**config.mk**
```make
export PLATFORM = sky130hd
export DESIGN_NAME = cp0_exc_handler_flat
export DESIGN_NICKNAME = d
export VERILOG_FILES = /design/src/rtl/cp0_exc_handler_if.sv /design/src/rtl/cp0_exc_handler.sv /design/src/flat_wrapper.sv
export SDC_FILE = /design/constraint.sdc
export NUM_CORES = 1
export LEC_CHECK = 0
export CORE_UTILIZATION = 44
export DETAILED_ROUTE_END_ITERATION = 10
export PLACE_DENSITY = 0.87
export RECOVER_POWER = 50
export SLEW_MARGIN = 30
export SYNTH_ARGS = -nofsm -noshare
export SYNTH_HDL_FRONTEND = slang
export SYNTH_SLANG_ARGS = --single-unit
```
**constraint.sdc**
```tcl
create_clock -name clk -period 3.1 [get_ports clk]
set_input_delay 0.465 -clock clk [delete_from_list [all_inputs] [get_ports clk]]
set_output_delay 0.465 -clock clk [all_outputs]
set_load 0.1 [all_outputs]
```
**src/rtl/cp0_exc_handler_if.sv**
```systemverilog
// -----------------------------------------------------------------------------
// cp0_exc_handler_if
// Bundle of signals between the pipeline (macro-PC point / M stage) and the
// coprocessor-0 exception receiver.
//
// Signals:
//   vpc         PC of the instruction at the macro-PC point
//   bd_in       that instruction sits in a branch delay slot
//   exc_code_in merged 5-bit ExcCode from the pipeline coders (0 = none)
//   hw_int      external hardware interrupt lines HW[5:0]
//   we          mtc0 write strobe
//   addr        CP0 register number, shared by mfc0 and mtc0
//   wdata       mtc0 write data
//   eret        eret at the macro-PC point
//   rdata       mfc0 read data
//   req         take exception/interrupt this cycle (flush + redirect)
//   handler_pc  exception entry address
//   epc_out     current EPC, used as the eret target
//
// Modports:
//   master  pipeline side (drives requests, consumes results)
//   slave   CP0 side
// -----------------------------------------------------------------------------
interface cp0_exc_handler_if;
  logic [31:0] vpc;
  logic        bd_in;
  logic [4:0]  exc_code_in;
  logic [5:0]  hw_int;
  logic        we;
  logic [4:0]  addr;
  logic [31:0] wdata;
  logic        eret;
  logic [31:0] rdata;
  logic        req;
  logic [31:0] handler_pc;
  logic [31:0] epc_out;

  modport master (
    output vpc,
    output bd_in,
    output exc_code_in,
    output hw_int,
    output we,
    output addr,
    output wdata,
    output eret,
    input  rdata,
    input  req,
    input  handler_pc,
    input  epc_out
  );

  modport slave (
    input  vpc,
    input  bd_in,
    input  exc_code_in,
    input  hw_int,
    input  we,
    input  addr,
    input  wdata,
    input  eret,
    output rdata,
    output req,
    output handler_pc,
    output epc_out
  );
endinterface

```
**src/rtl/cp0_exc_handler.sv**
```systemverilog
// -----------------------------------------------------------------------------
// cp0_exc_handler
// Coprocessor-0 exception receiver sitting beside the M stage. It consumes the
// merged ExcCode and the hardware interrupt lines, decides whether to take an
// exception or interrupt, records SR/Cause/EPC, raises the flush/redirect
// request and services mfc0 / mtc0 / eret.
//
// Ports:
//   clk    system clock, state updates on the rising edge
//   reset  asynchronous, active-low reset
//   bus    cp0_exc_handler_if.slave (see interface header for signal list)
//
// Parameters:
//   PRID        value returned on reads of register 15
//   HANDLER_PC  exception entry address driven on handler_pc
// -----------------------------------------------------------------------------
module cp0_exc_handler #(
  parameter logic [31:0] PRID       = 32'h0000_0701,
  parameter logic [31:0] HANDLER_PC = 32'h0000_4180
) (
  input  logic              clk,
  input  logic              reset,
  cp0_exc_handler_if.slave  bus
);

  localparam logic [4:0] ADDR_SR    = 5'd12;
  localparam logic [4:0] ADDR_CAUSE = 5'd13;
  localparam logic [4:0] ADDR_EPC   = 5'd14;
  localparam logic [4:0] ADDR_PRID  = 5'd15;

  // SR fields
  logic [5:0]  im_q,  im_d;
  logic        exl_q, exl_d;
  logic        ie_q,  ie_d;
  // Cause fields
  logic        bd_q,  bd_d;
  logic [5:0]  ip_q,  ip_d;
  logic [4:0]  exc_q, exc_d;
  // EPC
  logic [31:0] epc_q, epc_d;

  logic        int_req;
  logic        exc_req;
  logic        req;
  logic [31:0] vpc_aligned;
  logic [31:0] epc_capture;
  logic [31:0] sr_val;
  logic [31:0] cause_val;
  logic        unused_vpc_lsbs;

  // The low PC bits are dropped on capture; a misaligned fetch PC is still
  // recorded word aligned.
  assign unused_vpc_lsbs = ^bus.vpc[1:0];

  // Request logic. EXL masks both terms so nothing nests inside a handler.
  assign int_req = ie_q & ~exl_q & (|(bus.hw_int & im_q));
  assign exc_req = ~exl_q & (bus.exc_code_in != 5'd0);
  assign req     = int_req | exc_req;

  // A delay-slot instruction restarts at its branch, one word earlier.
  assign vpc_aligned = {bus.vpc[31:2], 2'b00};
  assign epc_capture = bus.bd_in ? (vpc_aligned - 32'd4) : vpc_aligned;

  assign sr_val    = {16'd0, im_q, 8'd0, exl_q, ie_q};
  assign cause_val = {bd_q, 15'd0, ip_q, 3'd0, exc_q, 2'd0};

  // Next-state: a taken request overrides any mtc0 or eret in the same cycle.
  always_comb begin
    im_d  = im_q;
    exl_d = exl_q;
    ie_d  = ie_q;
    bd_d  = bd_q;
    exc_d = exc_q;
    epc_d = epc_q;
    // Pending-interrupt bits simply sample the lines every cycle.
    ip_d  = bus.hw_int;

    if (req) begin
      exl_d = 1'b1;
      // Interrupts take priority and report ExcCode 0.
      exc_d = int_req ? 5'd0 : bus.exc_code_in;
      bd_d  = bus.bd_in;
      epc_d = epc_capture;
    end else begin
      if (bus.we) begin
        unique case (bus.addr)
          ADDR_SR: begin
            im_d  = bus.wdata[15:10];
            exl_d = bus.wdata[1];
            ie_d  = bus.wdata[0];
          end
          ADDR_EPC: begin
            epc_d = {bus.wdata[31:2], 2'b00};
          end
          default: begin
            // Cause and all other registers are not software writable.
          end
        endcase
      end
      if (bus.eret && exl_q) begin
        exl_d = 1'b0;
      end
    end
  end

  always_ff @(posedge clk or negedge reset) begin
    if (!reset) begin
      im_q  <= 6'd0;
      exl_q <= 1'b0;
      ie_q  <= 1'b0;
      bd_q  <= 1'b0;
      ip_q  <= 6'd0;
      exc_q <= 5'd0;
      epc_q <= 32'd0;
    end else begin
      im_q  <= im_d;
      exl_q <= exl_d;
      ie_q  <= ie_d;
      bd_q  <= bd_d;
      ip_q  <= ip_d;
      exc_q <= exc_d;
      epc_q <= epc_d;
    end
  end

  // mfc0 read mux: pre-edge register values, no write bypass.
  always_comb begin
    bus.rdata = 32'd0;
    unique case (bus.addr)
      ADDR_SR:    bus.rdata = sr_val;
      ADDR_CAUSE: bus.rdata = cause_val;
      ADDR_EPC:   bus.rdata = epc_q;
      ADDR_PRID:  bus.rdata = PRID;
      default:    bus.rdata = 32'd0;
    endcase
  end

  assign bus.req        = req;
  assign bus.handler_pc = HANDLER_PC;
  assign bus.epc_out    = epc_q;

endmodule

```
**src/flat_wrapper.sv**
```systemverilog
// flat-port wrapper written by rule: the top's interface ports become plain ports
module cp0_exc_handler_flat 
#(
  parameter logic [31:0] PRID       = 32'h0000_0701,
  parameter logic [31:0] HANDLER_PC = 32'h0000_4180
)
  (clk, reset, bus_vpc, bus_bd_in, bus_exc_code_in, bus_hw_int, bus_we, bus_addr, bus_wdata, bus_eret, bus_rdata, bus_req, bus_handler_pc, bus_epc_out);
  cp0_exc_handler_if bus_i ();
  input  logic clk;
  input  logic reset;
  input wire logic [$bits(bus_i.vpc)-1:0] bus_vpc;
  input wire logic [$bits(bus_i.bd_in)-1:0] bus_bd_in;
  input wire logic [$bits(bus_i.exc_code_in)-1:0] bus_exc_code_in;
  input wire logic [$bits(bus_i.hw_int)-1:0] bus_hw_int;
  input wire logic [$bits(bus_i.we)-1:0] bus_we;
  input wire logic [$bits(bus_i.addr)-1:0] bus_addr;
  input wire logic [$bits(bus_i.wdata)-1:0] bus_wdata;
  input wire logic [$bits(bus_i.eret)-1:0] bus_eret;
  output wire logic [$bits(bus_i.rdata)-1:0] bus_rdata;
  output wire logic [$bits(bus_i.req)-1:0] bus_req;
  output wire logic [$bits(bus_i.handler_pc)-1:0] bus_handler_pc;
  output wire logic [$bits(bus_i.epc_out)-1:0] bus_epc_out;
  assign bus_i.vpc = bus_vpc;
  assign bus_i.bd_in = bus_bd_in;
  assign bus_i.exc_code_in = bus_exc_code_in;
  assign bus_i.hw_int = bus_hw_int;
  assign bus_i.we = bus_we;
  assign bus_i.addr = bus_addr;
  assign bus_i.wdata = bus_wdata;
  assign bus_i.eret = bus_eret;
  assign bus_rdata = bus_i.rdata;
  assign bus_req = bus_i.req;
  assign bus_handler_pc = bus_i.handler_pc;
  assign bus_epc_out = bus_i.epc_out;
  cp0_exc_handler #(.PRID(PRID), .HANDLER_PC(HANDLER_PC)) u_core (.clk(clk), .reset(reset), .bus(bus_i));
endmodule
```
Word-level counts from Yosys, hierarchy flattened
Index checks and enable logic that the tools add are counted.
{"block": "word_totals", "elab_cells": 39, "ff_bits": 52}
{"block": "op_classes", "addsub": 1, "n_reduce_logical": 10, "mux": 10, "eq_ne": 4, "bitwise": 7}
{"cell": "$mux 32", "count": 4}
{"cell": "$pmux 32 s4", "count": 1}
{"cell": "$sub 32x3->32 const B", "count": 1}
{"cell": "$eq 5x4->1 const B", "count": 4}
{"cell": "$and 6x6->6", "count": 1}
{"cell": "$reduce_bool 3->1", "count": 2}
{"cell": "$reduce_or 6->1", "count": 1}
{"cell": "$mux 5", "count": 1}
{"cell": "$reduce_bool 5->1", "count": 1}
{"cell": "$mux 1", "count": 4}
{"cell": "$reduce_and 2->1", "count": 2}
{"cell": "$reduce_bool 2->1", "count": 2}
{"cell": "$and 1x1->1", "count": 3}
{"cell": "$reduce_and 3->1", "count": 1}
{"cell": "$not 1->1", "count": 2}
{"cell": "$logic_and 1x1->1", "count": 1}
{"cell": "$or 1x1->1", "count": 1}

Logic depth before layout (Yosys ltp)
Gate-level depths: netlist of run 1.
{"block": "logic_depth", "word_depth": 6, "depth_mapped": 7, "ltp_nobuf": 5}

Least setup slack after synthesis of run 1
Ideal clock, no wire load.
{"block": "synth_timing", "kind": "input -> output", "startpoint": "in bus_addr[0]", "endpoint": "out bus_rdata[11]", "stages": 5, "slack_ps": -766, "n_path_buf": 2, "arrival_ps": 3401, "cell_sequence": "nor4bb_1 -> buf_2 -> clkbuf_1 -> a22oi_1 -> o21ai_0"}
{"block": "synth_via", "elab_chain_cells": 2, "word_cells_on_any_way": 5, "cone_classes": "eq/ne (4); mux (1)"}
{"item": "from (decl)", "line": "flat_wrapper.sv:16", "text": "input wire logic [$bits(bus_i.addr)-1:0] bus_addr;"}
{"item": "$eq 5x4->1", "line": "cp0_exc_handler.sv:129", "text": "unique case (bus.addr)"}
{"item": "$pmux 32 s4 *", "line": "cp0_exc_handler.sv:129"}
{"item": "to (decl)", "line": "flat_wrapper.sv:19", "text": "output wire logic [$bits(bus_i.rdata)-1:0] bus_rdata;"}
Every way passes the cells marked *; elsewhere a longest branch is shown, timed or not.

Worst setup path after layout of run 1
{"block": "layout_timing", "startpoint": "in bus_addr[3]", "endpoint": "out bus_rdata[11]"}
The elaborated chain is that of the path after synthesis.

==> qor.yml, run 1 <==
track_usage: 0.2736
clk_pin_slew_ns: 0.09
peakVddDrop_mv: 0.4761
worst_slack_ns: 0.3284
setup_viol: 0
end_kind: "output port"
final-hold-violation-count: 0
max_freq_mhz: 360.8
nNetsFinal: 605
fp.dieArea_um2: 8504
arrival_ns: 2.31
clkSinkCount: 50
power_mw: 4.556
drc: 0
diodes: 0
drv_cap: 1
relSlewSlack: -0.7707
cp_slowest_cell: "clkdlybuf4s50_1"
start_util: 0.4587
finalNonFillerCells: 622
cts_max_level: 2
hpwlAfterDp_um: 9092
core_area_um2: 7807
nFillCells: 593
vias: 3607
cts_root_buffer: "clkbuf_8"
switchingPower_mw: 2.829
synthCells: 385
die_w_um: 92.22
violations: "capacitance limit, slew limit"
clk_latency_ns: 0.30
internal-power_mw: 1.727
rsz0062_at_grt: "no"
cts_resized: 0
placed_cells: 614
synth_seq_area_share: 0.3494
grt_pass1_vias: 3395
pwr-share-clk: 0.087
cts_setup_buffers: 0
p_leak_nw: 2.203
skew_ns: 0.005885
status: "finished, violations left"
die_h_um: 92.22
synth_top_area_frac: 0.3494
synth_edf_count: 0
period_share: 0.8941
cp_top_family: "simple AND/OR/NAND/NOR gates"
synthFlopType: "dfrtp_1"
holdCritPathClass: "reg -> reg"
drive_above_1_share: 0.1538
ys_types: 46
route.antenna.remaining_nets: 0
synth_area_per_cell_um2: 9.301
yosysTopAreaCell: "dfrtp_1"
rrSetupSlack_ns: 1.16
row_count: 32
synth_seq_cells: 50
viasPerCell: 5.799
ys_top_cells_by_area: "dfrtp_1 35%, mux2i_1 7.5%, buf_4 7.1%, and3_1 5.9%, a21boi_0 3.6%"
path_buf_inv: 2
path_class: "in -> out"
cts_hold_buf: 0
drtPass1Iterations: 5
grt-ovfl-total: 0
grt_pass1_wl_um: 18000
p_per_area_nw_per_um2: 861.5
critical_path.startpoint_type: "primary input"
routed_wl_um: 11640
cp_max_fo: 11
gp_congestion: 0.9276
period_minus_slack_ns: 2.772
clk_path_buf_depth: 2
synth_common_cells: "50 x dfrtp_1, 34 x and3_1, 34 x buf_4"
yosysMostFrequentCell: "dfrtp_1"
crit_chain: "clkdlybuf4s50_1 -> nor4bb_4 -> and2_1 -> nand2_1 -> o21ai_1 -> buf_12"
avgRoutedWirePerCell_um: 18.71
p_sw_frac: 0.6209
post-place-ws_ns: 0.1429
min_from: "u_core.exc_q[1]"
yosysWarnings: 0
io_pins: 182
io_buffers: 145
worstReg2RegEnd: "u_core.im_q[2]"
numCtsBuffers: 5
reg2reg_from: "u_core.im_q[1]"
cts_tree: "built"
grt_max_degree: 51
critPathRequiredTime_ns: 2.63
synthArstFlopShare: 1.000
reg2reg_depth: 6
slew_viol_final: 51
critical-path-max-stage-delay_ns: 0.50
antenna_found_initial: 0
drtIter0Drc: 179
combPwrFrac: 0.657
power_frac_seq: 0.256
synthesis.area_um2: 3581
worst_slew_pin_slew_ns: 2.656
area_delta_synth_final_pct: 47.69
min_to: "u_core.exc_q[1]"
hold_depth: 1
==> metal layers <==
layer	wire length (um)	global-route usage	vias to the layer above
li1	-	-	1669
met4	411	0.1185	0
met3	678	0.03731	33
met2	6055	0.4838	171
met1	4493	0.3305	1734
met5	0	0	-
==> kinds of logic (layout without fill, tap and decap cells) <==
kind of cell / count (synthesis) / count (layout) / synth area share
AND/OR/NAND/NOR: 132 / 132 / 0.2379
AO/OA/AOI/OAI: 86 / 86 / 0.1691
buffers and inverters: 67 / 170 / 0.1080
flip-flops: 50 / 50 / 0.3494
multiplexers: 35 / 35 / 0.1006
XOR/XNOR: 12 / 12 / 0.02935
other: 2 / 34 / 0.002097
adder cells (fa/ha/maj): 1 / 1 / 0.003494
==> cell usage in the layout (no fill, tap or decap), types with 19 or more instances in the layout <==
| master | n |
|---|---|
| mux2i_1 | 27 |
| clkdlybuf4s50_1 | 75 |
| clkbuf_1 | 26 |
| and3_1 | 34 |
| dfrtp_1 | 50 |
| conb_1 | 34 |
| buf_12 | 33 |
| nor4_1 | 19 |
==> power groups by stage <==
stage               Sequential (mW)  Clock, mW  Combinational, mW
CTS                            1.16      0.401               3.14
detailed placement             1.18          0               3.14
global route                   1.20      0.425               3.10
global placement               1.16          0               3.08
finish                         1.17      0.397               2.99
floorplan                      2.53          0              0.984
==> layout make-up <==
cell class	instances	area, um2	share of cell area
multi-input cells	300	2100	0.3970
repair buffers	157	1697	0.3208
flip-flops and latches	50	1251	0.2366
well taps	102	127.6	0.02413
clock buffers	6	82.58	0.01561
inverters	5	18.77	0.003549
clock inverters	2	12.51	0.002366
==> flip-flops by register name, indices dropped and copies added, names as in the netlist <==
signal	count
u_core.exl_q	1
u_core.exc_q	5
u_core.im_q	6
u_core.ip_q	6
u_core.bd_q	1
u_core.ie_q	1
u_core.bus.epc_out	30
==> through the flow <==
step | hold slack [ns] | cell area, um2 | setup TNS (ns) | util
after floorplan | 0.1694 | 3720 | -0.01144 | -
after global placement | 0.4627 | 5289 | 0 | 0.6774
after detailed placement | 0.4711 | 5291 | 0 | 0.6777
after CTS | 0.1980 | 5386 | 0 | 0.6899
after global routing | 0.5179 | 5289 | 0 | 0.6774
final | 0.4885 | 5289 | 0 | 0.6774
==> worst max-delay path by stage <==
| stage | start | endpoint | slack (ns) | cells past startpoint |
|---|---|---|---|---|
| finish | bus_addr[3] | bus_rdata[11] | 0.33 | 6 |
| global route | reset | u_core.exc_q[0] | 0.14 | 1 |
| CTS | bus_addr[3] | bus_rdata[11] | 0.33 | 6 |
| detailed placement | bus_vpc[4] | u_core.bus.epc_out[22] | 0.14 | 5 |
| global placement | bus_vpc[4] | u_core.bus.epc_out[30] | 0.30 | 5 |
| floorplan | bus_addr[0] | bus_rdata[11] | -0.01 | 5 |
Note: power is estimated with default switching activity, not from simulation.
==> run 2: changes to the inputs <==
--- a/config.mk
+++ b/config.mk
@@ -5,6 +5,7 @@
 export SDC_FILE = /design/constraint.sdc
 export NUM_CORES = 1
 export LEC_CHECK = 0
+export CORE_MARGIN = 5
 export CORE_UTILIZATION = 44
 export DETAILED_ROUTE_END_ITERATION = 10
 export PLACE_DENSITY = 0.87
==> qor.yml, run 2 (synthesis results as in run 1) <==
largest_reg_flops: 30
avgRoutedWirePerCell_um: 19.60
finalSetupTns_ns: 0
regArea_um2: 1251
peakVddDrop_mv: 0.4802
power_frac_seq: 0.257
relSlewSlack: 0.1546
placed_cells: 616
grt_pass1_vias: 3579
routed_wl_um: 12230
rsz0062_at_grt: "no"
setup_viol: 0
grt_pass1_wl_um: 18890
reg2reg_from: "u_core.exl_q"
grt-ovfl-total: 0
p_leak_nw: 2.194
layout.cells.most_common: "clkdlybuf4s50_1"
max_freq_mhz: 359.2
gp_congestion: 0.8745
post-place-ws_ns: 0.2183
arrival_ns: 2.32
p_sw_frac: 0.6262
drtIter0Drc: 303
holdCritPathClass: "in -> async"
viasPerCell: 5.659
clk_path_buf_depth: 2
end_kind: "output port"
start_util: 0.4448
io_pins: 182
grt_util_met2: 0.4210
period_share: 0.8980
die_w_um: 100.2
track_usage: 0.2387
clk_pin_slew_ns: 0.09
switchingPower_mw: 2.852
critPathCapture: "bus_rdata[2]"
combPwrFrac: 0.654
drtPass1Iterations: 4
drc: 0
hpwlAfterDp_um: 9600
nFillCells: 618
cts_resized: 0
power_mw: 4.554
worst_slack_ns: 0.3163
status: "completed"
route.antenna.remaining_nets: 0
final-hold-violation-count: 0
place_area_um2: 5291
holdWs_ns: 0.3990
worst_slew_pin_slew_ns: 1.268
cts_root_buffer: "clkbuf_8"
crit_start: "bus_addr[0]"
final_util: 0.6567
slew_viol_final: 0
drv_cap: 0
rrSetupSlack_ns: 0.86
final_area_um2: 5288
critical_path.startpoint_type: "primary input"
die_h_um: 100.2
fp.dieArea_um2: 10040
antenna_found_initial: 0
internal-power_mw: 1.702
cts_max_level: 2
period_minus_slack_ns: 2.784
gr-usage-met1: 0.2859
cts_hold_buf: 0
cp_max_fo: 11
nNetsFinal: 604
grt_max_degree: 51
finalNonFillerCells: 624
drive_above_1_share: 0.1561
numCtsBuffers: 5
cts_setup_buffers: 0
pwr-share-clk: 0.088
core_area_um2: 8051
top_usage_layer: "met2"
multi_input_area_um2: 2103
reg2reg_depth: 5
cts_tree: "built"
vias: 3531
clk_latency_ns: 0.32
io_buffers: 145
critPathRequiredTime_ns: 2.63
worstReg2RegEnd: "u_core.bd_q"
layout_common_cells: "75 x clkdlybuf4s50_1, 50 x dfrtp_1, 34 x and3_1, 34 x conb_1, 33 x buf_12"
grt_use_met3: 0.04587
row_count: 33
area_delta_synth_final_pct: 47.66
clkSinkCount: 50
p_per_area_nw_per_um2: 861.2
path_class: "in -> out"
diodes: 0
skew_ns: 0.01014
-- run 2: changes by cell type in the layout (fill, tap and decap cells not counted), sizes merged --
| cell | previous run | this run |
|---|---|---|
| buf | 50 | 49 |
| inv | 4 | 5 |
| clkbuf | 32 | 31 |
| clkinv | 2 | 1 |
| clkinvlp | 1 | 2 |
-- run 2: critical path, cell delays in order --
cell and delay (ns):
clkdlybuf4s50_1 0.46, nor4bb_4 0.39, and2_1 0.52, a22o_1 0.29, buf_12 0.19
-- run 2: power by group through the flow --
| stage | logic (mW) | clock network [mW] | registers [mW] |
|---|---|---|---|
| global route | 3.09 | 0.431 | 1.21 |
| global placement | 3.08 | 0 | 1.16 |
| floorplan | 0.984 | 0 | 2.53 |
| CTS | 3.13 | 0.409 | 1.17 |
| detailed placement | 3.13 | 0 | 1.18 |
| finish | 2.98 | 0.403 | 1.17 |
-- run 2: metal layers --
layer	routed length [um]	share of wire
met1	4678	0.38
met2	6433	0.53
met3	777	0.064
met4	339	0.028
met5	0	0
-- run 2: final cells by class --
cell class | instances | share of cell area
multi-input combinational | 300 | 0.3978
clock buffer | 5 | 0.01301
clock inverter | 3 | 0.004496
sequential | 50 | 0.2366
timing repair buffer | 156 | 0.3197
tap | 105 | 0.02485
inverter | 5 | 0.003549
-- run 2: worst min-delay path by stage --
stage / slack, ns / to / cells after the start
2_1_floorplan: 0.17 / u_core.bd_q / 0
3_3_place_gp: 0.47 / u_core.exc_q[0] / 1
3_5_place_dp: 0.48 / u_core.exc_q[0] / 1
4_1_cts: 0.18 / u_core.bus.epc_out[14] / 1
5_1_grt: 0.50 / u_core.exc_q[4] / 1
6_report: 0.40 / u_core.im_q[5] / 1
==> run 3: changes to the inputs <==
--- a/config.mk
+++ b/config.mk
@@ -8,9 +8,10 @@
 export CORE_MARGIN = 5
 export CORE_UTILIZATION = 44
 export DETAILED_ROUTE_END_ITERATION = 10
+export HOLD_SLACK_MARGIN = 0.08
 export PLACE_DENSITY = 0.87
 export RECOVER_POWER = 50
-export SLEW_MARGIN = 30
+export SLEW_MARGIN = 20
 export SYNTH_ARGS = -nofsm -noshare
 export SYNTH_HDL_FRONTEND = slang
 export SYNTH_SLANG_ARGS = --single-unit
==> qor.yml, run 3 (synthesis results as in run 1) <==
status: "completed"
cts_setup_buffers: 0
max_freq_mhz: 362.6
placed_cells: 616
finalSetupTns_ns: 0
holdCritPathClass: "in -> async"
critPathRequiredTime_ns: 2.63
worst_slew_pin_slew_ns: 1.239
viasPerCell: 5.712
grt-ovfl-total: 0
drtPass1Iterations: 4
cp_slowest_cell: "and2_1"
nNetsFinal: 604
avgRoutedWirePerCell_um: 19.68
drc: 0
p_per_area_nw_per_um2: 861.6
die_w_um: 100.2
rrSetupSlack_ns: 0.84
core_area_um2: 8051
holdWs_ns: 0.3867
cts_resized: 0
end_kind: "output port"
die_h_um: 100.2
crit_chain: "clkdlybuf4s50_1 -> nor4bb_4 -> and2_1 -> a22o_1 -> buf_12"
fp.dieArea_um2: 10040
period_share: 0.8896
critical-path-max-stage-delay_ns: 0.51
peakVddDrop_mv: 0.4748
gp_congestion: 0.8745
antenna_found_initial: 0
clk_latency_ns: 0.32
skew_ns: 0.009248
track_usage: 0.2396
drtIter0Drc: 260
final_area_um2: 5288
largest_reg_flops: 30
final_util: 0.6567
cts_max_level: 2
reg2reg_from: "u_core.exl_q"
vias: 3564
io_buffers: 145
final-hold-violation-count: 0
crit_start: "bus_addr[0]"
layout_common_cells: "75 x clkdlybuf4s50_1, 50 x dfrtp_1, 34 x and3_1, 34 x conb_1, 33 x buf_12"
drive_above_1_share: 0.1561
cp_max_fo: 11
routed_wl_um: 12280
critical_path.startpoint_type: "primary input"
path_class: "in -> out"
cts_hold_buf: 0
clk_path_buf_depth: 2
row_count: 33
place_area_um2: 5289
io_pins: 182
cts_root_buffer: "clkbuf_8"
relSlewSlack: 0.1742
cts_tree: "built"
finalNonFillerCells: 624
hpwlAfterDp_um: 9614
slew_viol_final: 0
layout.cells.most_common: "clkdlybuf4s50_1"
grt_pass1_wl_um: 18950
setup_viol: 0
rsz0062_at_grt: "no"
clk_pin_slew_ns: 0.09
grt_max_degree: 51
period_minus_slack_ns: 2.758
p_leak_nw: 2.194
route.antenna.remaining_nets: 0
diodes: 0
numCtsBuffers: 5
clkSinkCount: 50
drv_cap: 0
area_delta_synth_final_pct: 47.66
grt_pass1_vias: 3564
start_util: 0.4448
arrival_ns: 2.29
==> run 3: worst paths after layout <==
check                      cells past startpoint               to
max                                            5     bus_rdata[2]
min                                            1   u_core.im_q[5]
max reg2reg                                    5      u_core.bd_q
min reg2reg                                    1  u_core.exc_q[0]
max in group asynchronous                      1   u_core.im_q[4]
min in group clk                               1  u_core.exc_q[0]
==> run 3: layer usage <==
metal	global-route usage	vias up	wire (um)
met3	0.04726	35	791
li1	-	1660	-
met2	0.4179	151	6368
met4	0.1016	0	442
met1	0.2863	1718	4678
met5	0	-	0
==> run 3: worst max-delay path, delay by kind of cell <==
kind | cells | cell delay (ns)
compound gates | 1 | 0.29
buf+inv | 2 | 0.65
simple gates | 2 | 0.88
==> run 3: through the flow <==
step | total power [mW] | setup slack, ns
floorplan | 3.510 | -0.01144
global placement | 4.242 | 0.3094
detailed placement | 4.306 | 0.2068
global route | 4.737 | 0.2687
CTS | 4.711 | 0.3325
finish | 4.556 | 0.3422
==> run 3: report_power, final <==
| part | internal [mW] | leakage (nW) | switching (mW) | total [mW] |
|---|---|---|---|---|
| logic | 0.615 | 1.57 | 2.37 | 2.98 |
| registers | 0.925 | 0.586 | 0.250 | 1.18 |
| clock network | 0.162 | 0.0408 | 0.238 | 0.400 |
==> run 3: final cells by class <==
type / instances / area, um2
Clock inverter: 3 / 23.77
Timing Repair Buffer: 156 / 1690
Inverter: 5 / 18.77
Sequential cell: 50 / 1251
Multi-Input combinational cell: 300 / 2103
Fill cell: 625 / 2764
Tap cell: 105 / 131.4
Clock buffer: 5 / 68.82
